### src/rtl/vend_pkg.sv
// Shared types and constants for the vending-machine controller.
// Coin values, FSM states and the price sanity check live here.
package vend_pkg;

    typedef enum logic [1:0] {
        IDLE,
        COLLECT,
        VEND,
        CHANGE
    } state_t;

    localparam int unsigned NICKEL    = 5;
    localparam int unsigned DIME      = 10;
    localparam int unsigned QUARTER   = 25;
    localparam int unsigned PRICE_MAX = 215;

    // Largest overshoot: PRICE-5 of credit plus all three coins at once.
    localparam int unsigned OVERSHOOT = NICKEL + DIME + QUARTER - NICKEL;

    function automatic bit price_ok(int unsigned price);
        return (price % NICKEL == 0) && (price >= NICKEL)
            && (price <= PRICE_MAX);
    endfunction

    function automatic bit width_ok(int unsigned price, int unsigned w);
        return (price + OVERSHOOT) < (64'd1 << w);
    endfunction

endpackage

### src/rtl/vend_change_sel.sv
// Greedy change-coin selector: largest coin that fits the credit.
// sel_o is one-hot {quarter, dime, nickel}; dec_o is that coin's value.
import vend_pkg::*;

module vend_change_sel #(
    parameter int unsigned CREDIT_W = 8
) (
    input  logic [CREDIT_W-1:0] credit_i,
    output logic [2:0]          sel_o,
    output logic [CREDIT_W-1:0] dec_o
);

    // Pick the largest coin not exceeding the remaining credit.
    always_comb begin
        sel_o = 3'b000;
        dec_o = '0;
        if (credit_i >= CREDIT_W'(QUARTER)) begin
            sel_o = 3'b100;
            dec_o = CREDIT_W'(QUARTER);
        end else if (credit_i >= CREDIT_W'(DIME)) begin
            sel_o = 3'b010;
            dec_o = CREDIT_W'(DIME);
        end else begin
            sel_o = 3'b001;
            dec_o = CREDIT_W'(NICKEL);
        end
    end

endmodule

### src/rtl/vend_fsm.sv
// Vending transaction controller: accumulates credit, vends, then
// returns change one coin per cycle. All outputs are registered-decoded.
import vend_pkg::*;

module vend_fsm #(
    parameter int unsigned PRICE    = 65,
    parameter int unsigned CREDIT_W = 8
) (
    input  logic                clk,
    input  logic                reset,
    input  logic                nickel_p,
    input  logic                dime_p,
    input  logic                quarter_p,
    input  logic                cancel_p,
    output logic [CREDIT_W-1:0] credit,
    output logic                busy,
    output logic                dispense,
    output logic                quarter_out,
    output logic                dime_out,
    output logic                nickel_out,
    output logic                coin_reject
);

    if (!price_ok(PRICE)) begin : g_bad_price
        $error("vend_fsm: PRICE must be a multiple of 5 in 5..215");
    end
    if (!width_ok(PRICE, CREDIT_W)) begin : g_bad_width
        $error("vend_fsm: CREDIT_W too narrow for PRICE+35");
    end

    state_t              state_q, state_d;
    logic [CREDIT_W-1:0] credit_q, credit_d;
    logic                reject_q, reject_d;

    logic [CREDIT_W-1:0] coin_sum;
    logic [CREDIT_W-1:0] credit_nxt;
    logic                coin_any;
    logic [2:0]          chg_sel;
    logic [CREDIT_W-1:0] chg_dec;

    vend_change_sel #(
        .CREDIT_W (CREDIT_W)
    ) u_change_sel (
        .credit_i (credit_q),
        .sel_o    (chg_sel),
        .dec_o    (chg_dec)
    );

    // Value of all coins pulsed this cycle; simultaneous pulses add up.
    always_comb begin
        coin_sum = '0;
        if (nickel_p)  coin_sum = coin_sum + CREDIT_W'(NICKEL);
        if (dime_p)    coin_sum = coin_sum + CREDIT_W'(DIME);
        if (quarter_p) coin_sum = coin_sum + CREDIT_W'(QUARTER);
        credit_nxt = credit_q + coin_sum;
        coin_any   = nickel_p | dime_p | quarter_p;
    end

    // Next-state and next-credit logic; cancel wins over vending.
    always_comb begin
        state_d  = state_q;
        credit_d = credit_q;
        reject_d = 1'b0;
        unique case (state_q)
            IDLE, COLLECT: begin
                credit_d = credit_nxt;
                if (cancel_p) begin
                    state_d = (credit_nxt != '0) ? CHANGE : IDLE;
                end else if (credit_nxt >= CREDIT_W'(PRICE)) begin
                    state_d = VEND;
                end else if (credit_nxt != '0) begin
                    state_d = COLLECT;
                end else begin
                    state_d = IDLE;
                end
            end
            VEND: begin
                credit_d = credit_q - CREDIT_W'(PRICE);
                state_d  = (credit_d != '0) ? CHANGE : IDLE;
                reject_d = coin_any;
            end
            CHANGE: begin
                credit_d = credit_q - chg_dec;
                state_d  = (credit_d != '0) ? CHANGE : IDLE;
                reject_d = coin_any;
            end
            default: begin
                state_d  = IDLE;
                credit_d = '0;
            end
        endcase
    end

    // State, credit and reject registers with synchronous reset.
    always_ff @(posedge clk) begin
        if (reset) begin
            state_q  <= IDLE;
            credit_q <= '0;
            reject_q <= 1'b0;
        end else begin
            state_q  <= state_d;
            credit_q <= credit_d;
            reject_q <= reject_d;
        end
    end

    // Output decode from registered state and credit only.
    always_comb begin
        credit      = credit_q;
        busy        = (state_q == VEND) || (state_q == CHANGE);
        dispense    = (state_q == VEND);
        quarter_out = (state_q == CHANGE) && chg_sel[2];
        dime_out    = (state_q == CHANGE) && chg_sel[1];
        nickel_out  = (state_q == CHANGE) && chg_sel[0];
        coin_reject = reject_q;
    end

endmodule

### config.mk
export PLATFORM = sky130hd
export DESIGN_NAME = vend_fsm
export DESIGN_NICKNAME = d
export VERILOG_FILES = /design/src/rtl/vend_pkg.sv /design/src/rtl/vend_change_sel.sv /design/src/rtl/vend_fsm.sv
export SDC_FILE = /design/constraint.sdc
export NUM_CORES = 1
export LEC_CHECK = 0
export BUFFER_PORTS_ARGS = -buffer_cell sky130_fd_sc_hd__buf_2
export CAP_MARGIN = 20
export CORE_MARGIN = 4
export CORE_UTILIZATION = 36
export CTS_CLUSTER_SIZE = 25
export DETAILED_ROUTE_END_ITERATION = 10
export GPL_TIMING_DRIVEN = 0
export PLACE_DENSITY = 0.61
export REMOVE_ABC_BUFFERS = 1
export SLEW_MARGIN = 20
export SYNTH_ARGS = -nofsm -noshare
export SYNTH_HDL_FRONTEND = slang
export SYNTH_SLANG_ARGS = --single-unit
### constraint.sdc
create_clock -name clk -period 6.7 [get_ports clk]
set_input_delay 1.34 -clock clk [delete_from_list [all_inputs] [get_ports clk]]
set_output_delay 1.34 -clock clk [all_outputs]
set_load 0.02 [all_outputs]
* Word level (Yosys, flattened, before mapping)
Cells that the tools add are included.
** Cells by class
- Bitwise logic cells :: 3
- Shift-type cells :: 0
- Multiplexer cells :: 15
- $mul :: 0
- Divide/modulo/power cells :: 0
- Reduce and logical (&&, ||, !) cells :: 11
- $add $sub $neg :: 5
- Equal/unequal tests :: 3
- Order comparisons :: 3
** Operators with widths (count)
- $mux W8 :: 3
- $pmux W8 S3 :: 1
- $reduce_bool A8 Y1 :: 3
- $mux W2 :: 6
- $add A8 B4 Y8 const B :: 1
- $add A8 B5 Y8 const B :: 1
- $add A8 B8 Y8 :: 1
- $ge A8 B4 Y1 const B :: 1
- $ge A8 B5 Y1 const B :: 1
- $ge A8 B7 Y1 const B :: 1
- $sub A8 B7 Y8 const B :: 1
- $sub A8 B8 Y8 :: 1
- $mux W3 :: 2
- $pmux W2 S3 :: 1
- $reduce_or A2 Y1 :: 3
- $eq A2 B2 Y1 const B :: 2
- $mux W4 :: 1
- $logic_and A1 B1 Y1 :: 3
- $eq A2 B1 Y1 const B :: 1
- $logic_not A2 Y1 :: 1
- $or A1 B1 Y1 :: 2
- $logic_or A1 B1 Y1 :: 1
- $mux W1 :: 1
- $not A1 Y1 :: 1
** Word-level totals
- Memories :: 0
- Output and inout port bits :: 14
- Register bits after elaboration :: 11
- Memory bits (writable) :: 0
- ROM bits :: 0
- Latch bits :: 0

* Depth between registers and ports, before layout
- Depth after elaboration :: 11
- Gate-level depth with buffers :: 15
- Gate-level depth less buffers :: 15

* Modules after synthesis
From an unflattened synthesis, not the netlist that was laid out.
** Second synthesis, totals
- Cell total of the unflattened synthesis :: 216
- Area, all modules :: 1669.1 sq um
** By module, submodules not included
- vend_fsm :: sequential area each 220.2 sq um, cells each 201, area an instance 1542.7 sq um, times used 1
- vend_change_sel :: sequential area each 0.0 sq um, cells each 15, area an instance 126.4 sq um, times used 1

* Worst setup path before layout
OpenSTA, ideal clock, no wires.
- Path kind :: input port to flip-flop
- Start point :: input dime_p
- End point :: register state_q[0]
- Arrival time :: 3.229 ns
- Library setup time :: 0.136 ns
- Path slack :: 3.335 ns
- Required time :: 6.564 ns
- Cell stages on the path :: 12
- Path buffers :: 0
- Cells stage by stage :: inv_1 -> ha_1 -> nand2_1 -> nand2_1 -> inv_1 -> fa_1 -> nor2b_1 -> o21ai_1 -> a311oi_2 -> nand4_1 -> o2bb2ai_1 -> o41ai_2
** On the way
- Longest elaborated chain between the ends :: 9
- Elaborated cells between the ends (all ways) :: 11
- Those cells by class :: add/sub (2); order compare (1); mux (7); reduce/logical (1)
** RTL lines
- from (decl) :: RTL line vend_fsm.sv:12 : input logic dime_p,
- $mux W8 (*) :: RTL line vend_fsm.sv:53 : if (dime_p) coin_sum = coin_sum + CREDIT_W'(DIME);
- $add A8 B5 Y8 :: RTL line vend_fsm.sv:54 : if (quarter_p) coin_sum = coin_sum + CREDIT_W'(QUARTER);
- $mux W8 (*) :: RTL line vend_fsm.sv:54
- $add A8 B8 Y8 (*) :: RTL line vend_fsm.sv:55 : credit_nxt = credit_q + coin_sum;
- parallel branches: the longest is 3 deep, another holds $ge A8 B7 Y1
- $mux W2 (*) :: RTL line vend_fsm.sv:67 : if (cancel_p) begin
- $pmux W2 S3 (*) :: RTL line vend_fsm.sv:64 : unique case (state_q)
- to (signal assigned) :: RTL line vend_fsm.sv:101 : state_q <= state_d;
- to (decl) :: RTL line vend_fsm.sv:31 : state_t state_q, state_d;
Mark *: on every way between the ends.
A chain may end at the register's enable or synchronous reset.

* Final worst setup path
- Start point :: register credit_q[1], in the netlist credit[1]
- End point :: register state_q[0]
** On the way
- Longest elaborated chain between the ends :: 7
- Elaborated cells between the ends (all ways) :: 18
- Those cells by class :: add/sub (3); order compare (3); mux (9); reduce/logical (3)
** RTL lines
- from (decl) :: RTL line vend_fsm.sv:32 : logic [CREDIT_W-1:0] credit_q, credit_d;
- from (signal assigned) :: RTL line vend_fsm.sv:102 : credit_q <= credit_d;
- $ge A8 B4 Y1 :: RTL line vend_change_sel.sv:20 : end else if (credit_i >= CREDIT_W'(DIME)) begin
- $mux W4 :: RTL line vend_change_sel.sv:20
- $mux W8 :: RTL line vend_change_sel.sv:17 : if (credit_i >= CREDIT_W'(QUARTER)) begin
- $sub A8 B8 Y8 :: RTL line vend_fsm.sv:83 : credit_d = credit_q - chg_dec;
- $reduce_bool A8 Y1 :: RTL line vend_fsm.sv:84 : state_d = (credit_d != '0) ? CHANGE : IDLE;
- $mux W2 :: RTL line vend_fsm.sv:84
- $pmux W2 S3 (*) :: RTL line vend_fsm.sv:64
Every way passes the cells marked *; elsewhere a longest branch is shown, timed or not.

==> reports/qor.csv <==
metric;value;unit
synthCells;199;
synth-main-ff-cell;dfxtp_1;
critical_path_class;register to register;
ant_nets;0;
period_needed;3.88;ns
maxSlewViolCount;0;
place_congestion;0.811;
synth_warnings;0;
synth_top_area_share;16.7;%
power_frac_seq;19.6;%
die_h;72.5;um
swShare;53.8;%
status;completed;
setup_tns;0;ns
internal-power;0.411;mW
drtIter0Drc;85;
io_pins;20;
ctsResizeCount;0;
pwr-share-clk;7.3;%
worstSetupStartpointType;register;
syn-cell-area;1500;sq um
yosysUniqueCellTypes;50;
cts_root_buf;clkbuf_8;
ys_seq_area_share;14.7;%
clock_sinks;11;
area_growth;11.4;%
wl_per_cell;13.0;um
finClkSkew;0.000791;ns
detail_route.vias_per_cell;5.35;
synth-seq-cells;11;
rsz0062_at_grt;false;
grt_pass1_wl;6.19;mm
core;4000;sq um
ir_drop;0.125;mV
routed_wl;3.42;mm
setup_violations;0;
cts_buffers;3;
utilization;41.7;%
layout-drive-gt1-share;13.6;%
cts_tree;built;
max_freq;257;MHz
overflow;0;
worstPathArrival;3.97;ns
async_reset_ff_share;0;%
multi_input_area;1200;sq um
fill_cells;429;
ys_top_cells_by_area;ha_1 17%, dfxtp_1 15%, nor2_1 7.5%;
drc;0;
endpoint_kind;register;
holdWs;0.792;ns
min_path_type;register to register;
io_buffers;19;
dieArea;5260;sq um
die_w;72.5;um
pwr-share-comb;73.2;%
tightest_slew;0.734;ns
required;6.79;ns
hold_viol;0;
synth_edf_count;0;
final_cell_mix;30 x nor2_1, 20 x ha_1, 19 x nand2_1, 19 x buf_2, 12 x inv_1;
drv_cap;0;
cts-htree-levels;1;
p_switching;0.478;mW
drtPass1Iterations;4;
clk_latency;0.23;ns
seq_area;220;sq um
grt_pass1_vias;1351;
grt_usage;14.4;%
clk_path_buf_depth;2;
start_util;37.4;%
via_count;1413;
cts_setup_buffers;0;
postCtsHoldBufs;0;
power_density;533;nW/um^2
rows;23;
antenna_found_initial;0;
power_leakage;0.753;nW
relSlewSlack;51.0;%
final_common_cell;nor2_1;
synth_top_area_cell;ha_1;
nets;243;
critPathMaxFanout;9;
antennaDiodeCount;0;
grt_max_degree;23;
dpl.hpwl;2.79;mm
clk_pin_slew;0.05;ns
syn_area_per_cell;7.53;sq um
period_share;58.0;%
[state kept, by name, summed over array words and instances (netlist names)]
signal       count
credit           8
state_q          2
coin_reject      1
[worst paths after layout]
| path | startpoint | endpoint | cells past startpoint | slack [ns] |
|---|---|---|---|---|
| max | credit[1]$_SDFF_PP0_ | state_q[0]$_SDFF_PP0_ | 13 | 2.82 |
| max reg2reg | credit[1]$_SDFF_PP0_ | state_q[0]$_SDFF_PP0_ | 13 | 2.82 |
| min | credit[0]$_SDFF_PP0_ | credit[0]$_SDFF_PP0_ | 3 | 0.79 |
| min reg2reg | credit[0]$_SDFF_PP0_ | credit[0]$_SDFF_PP0_ | 3 | 0.79 |
[synth_stat cells (2+ instances only)]
cell	n
fa_1	2
nor3_1	3
xor2_1	5
or2_1	2
ha_1	20
o21ai_1	5
o21a_1	2
nor4_1	5
mux2i_1	4
nand3b_1	2
or3b_1	2
o211a_1	2
o21ai_0	8
clkbuf_1	5
nor2b_1	6
xnor2_1	7
nand2_1	19
nor2_1	30
nand3_1	2
dfxtp_1	11
a31oi_1	2
a21oi_1	11
a211oi_1	2
o41ai_2	2
nand4_1	2
nor3b_1	3
inv_1	12
[stage by stage]
step,setup WS [ns],power [mW],cells,cell area [sq um]
finish,2.82,0.889,264,1670
global placement,2.78,0.817,260,1620
detailed placement,2.87,0.824,260,1620
floorplan,3.32,0.669,191,1470
CTS,2.85,0.894,264,1670
global route,2.59,0.995,264,1670
[power by group through the flow]
stage,registers (mW),clock network (mW),logic (mW)
detailed placement,0.176,0,0.649
CTS,0.174,0.0663,0.653
floorplan,0.180,0,0.489
finish,0.174,0.0646,0.650
global route,0.185,0.0700,0.740
global placement,0.176,0,0.641
[metal layers]
layer  vias to the layer above  global-route usage (%)  routed length [um]
met1                       653                    19.5                1690
met5                         -                       0                   0
met4                         0                    3.28                  29
met3                         4                    1.52                  88
li1                        736                       -                   -
met2                        20                    24.4                1620
[worst max-delay path: stages (launching register included)]
cell      delay (ns)
dfxtp_1         0.60
inv_1           0.22
ha_1            0.23
nor2_1          0.08
a21oi_1         0.07
nor4_1          0.45
nand2_1         0.26
fa_1            0.48
a211oi_1        0.33
nor2_1          0.11
xnor2_1         0.22
a31oi_1         0.15
o41ai_2         0.41
o41ai_2         0.13
[kinds of logic after synthesis]
family                     after synthesis  share of synthesized area [%]
adders and majority gates               22                           19.4
xor gates and xnor gates                12                           7.02
and+or+nand+nor                         81                           27.3
muxes                                    4                           2.67
DFF                                     11                           14.7
AOI/OAI and AO/OA                       48                           23.5
buffers and inverters                   21                           5.43
[final cells by class]
class / instances / area share, %
Sequential cell: 11 / 13.2
Timing Repair Buffer: 19 / 5.70
Inverter: 13 / 2.93
Clock buffer: 4 / 2.70
Tap cell: 50 / 3.75
Multi-Input combinational cell: 167 / 71.7
No activity file was read; power rests on OpenSTA's default activity.
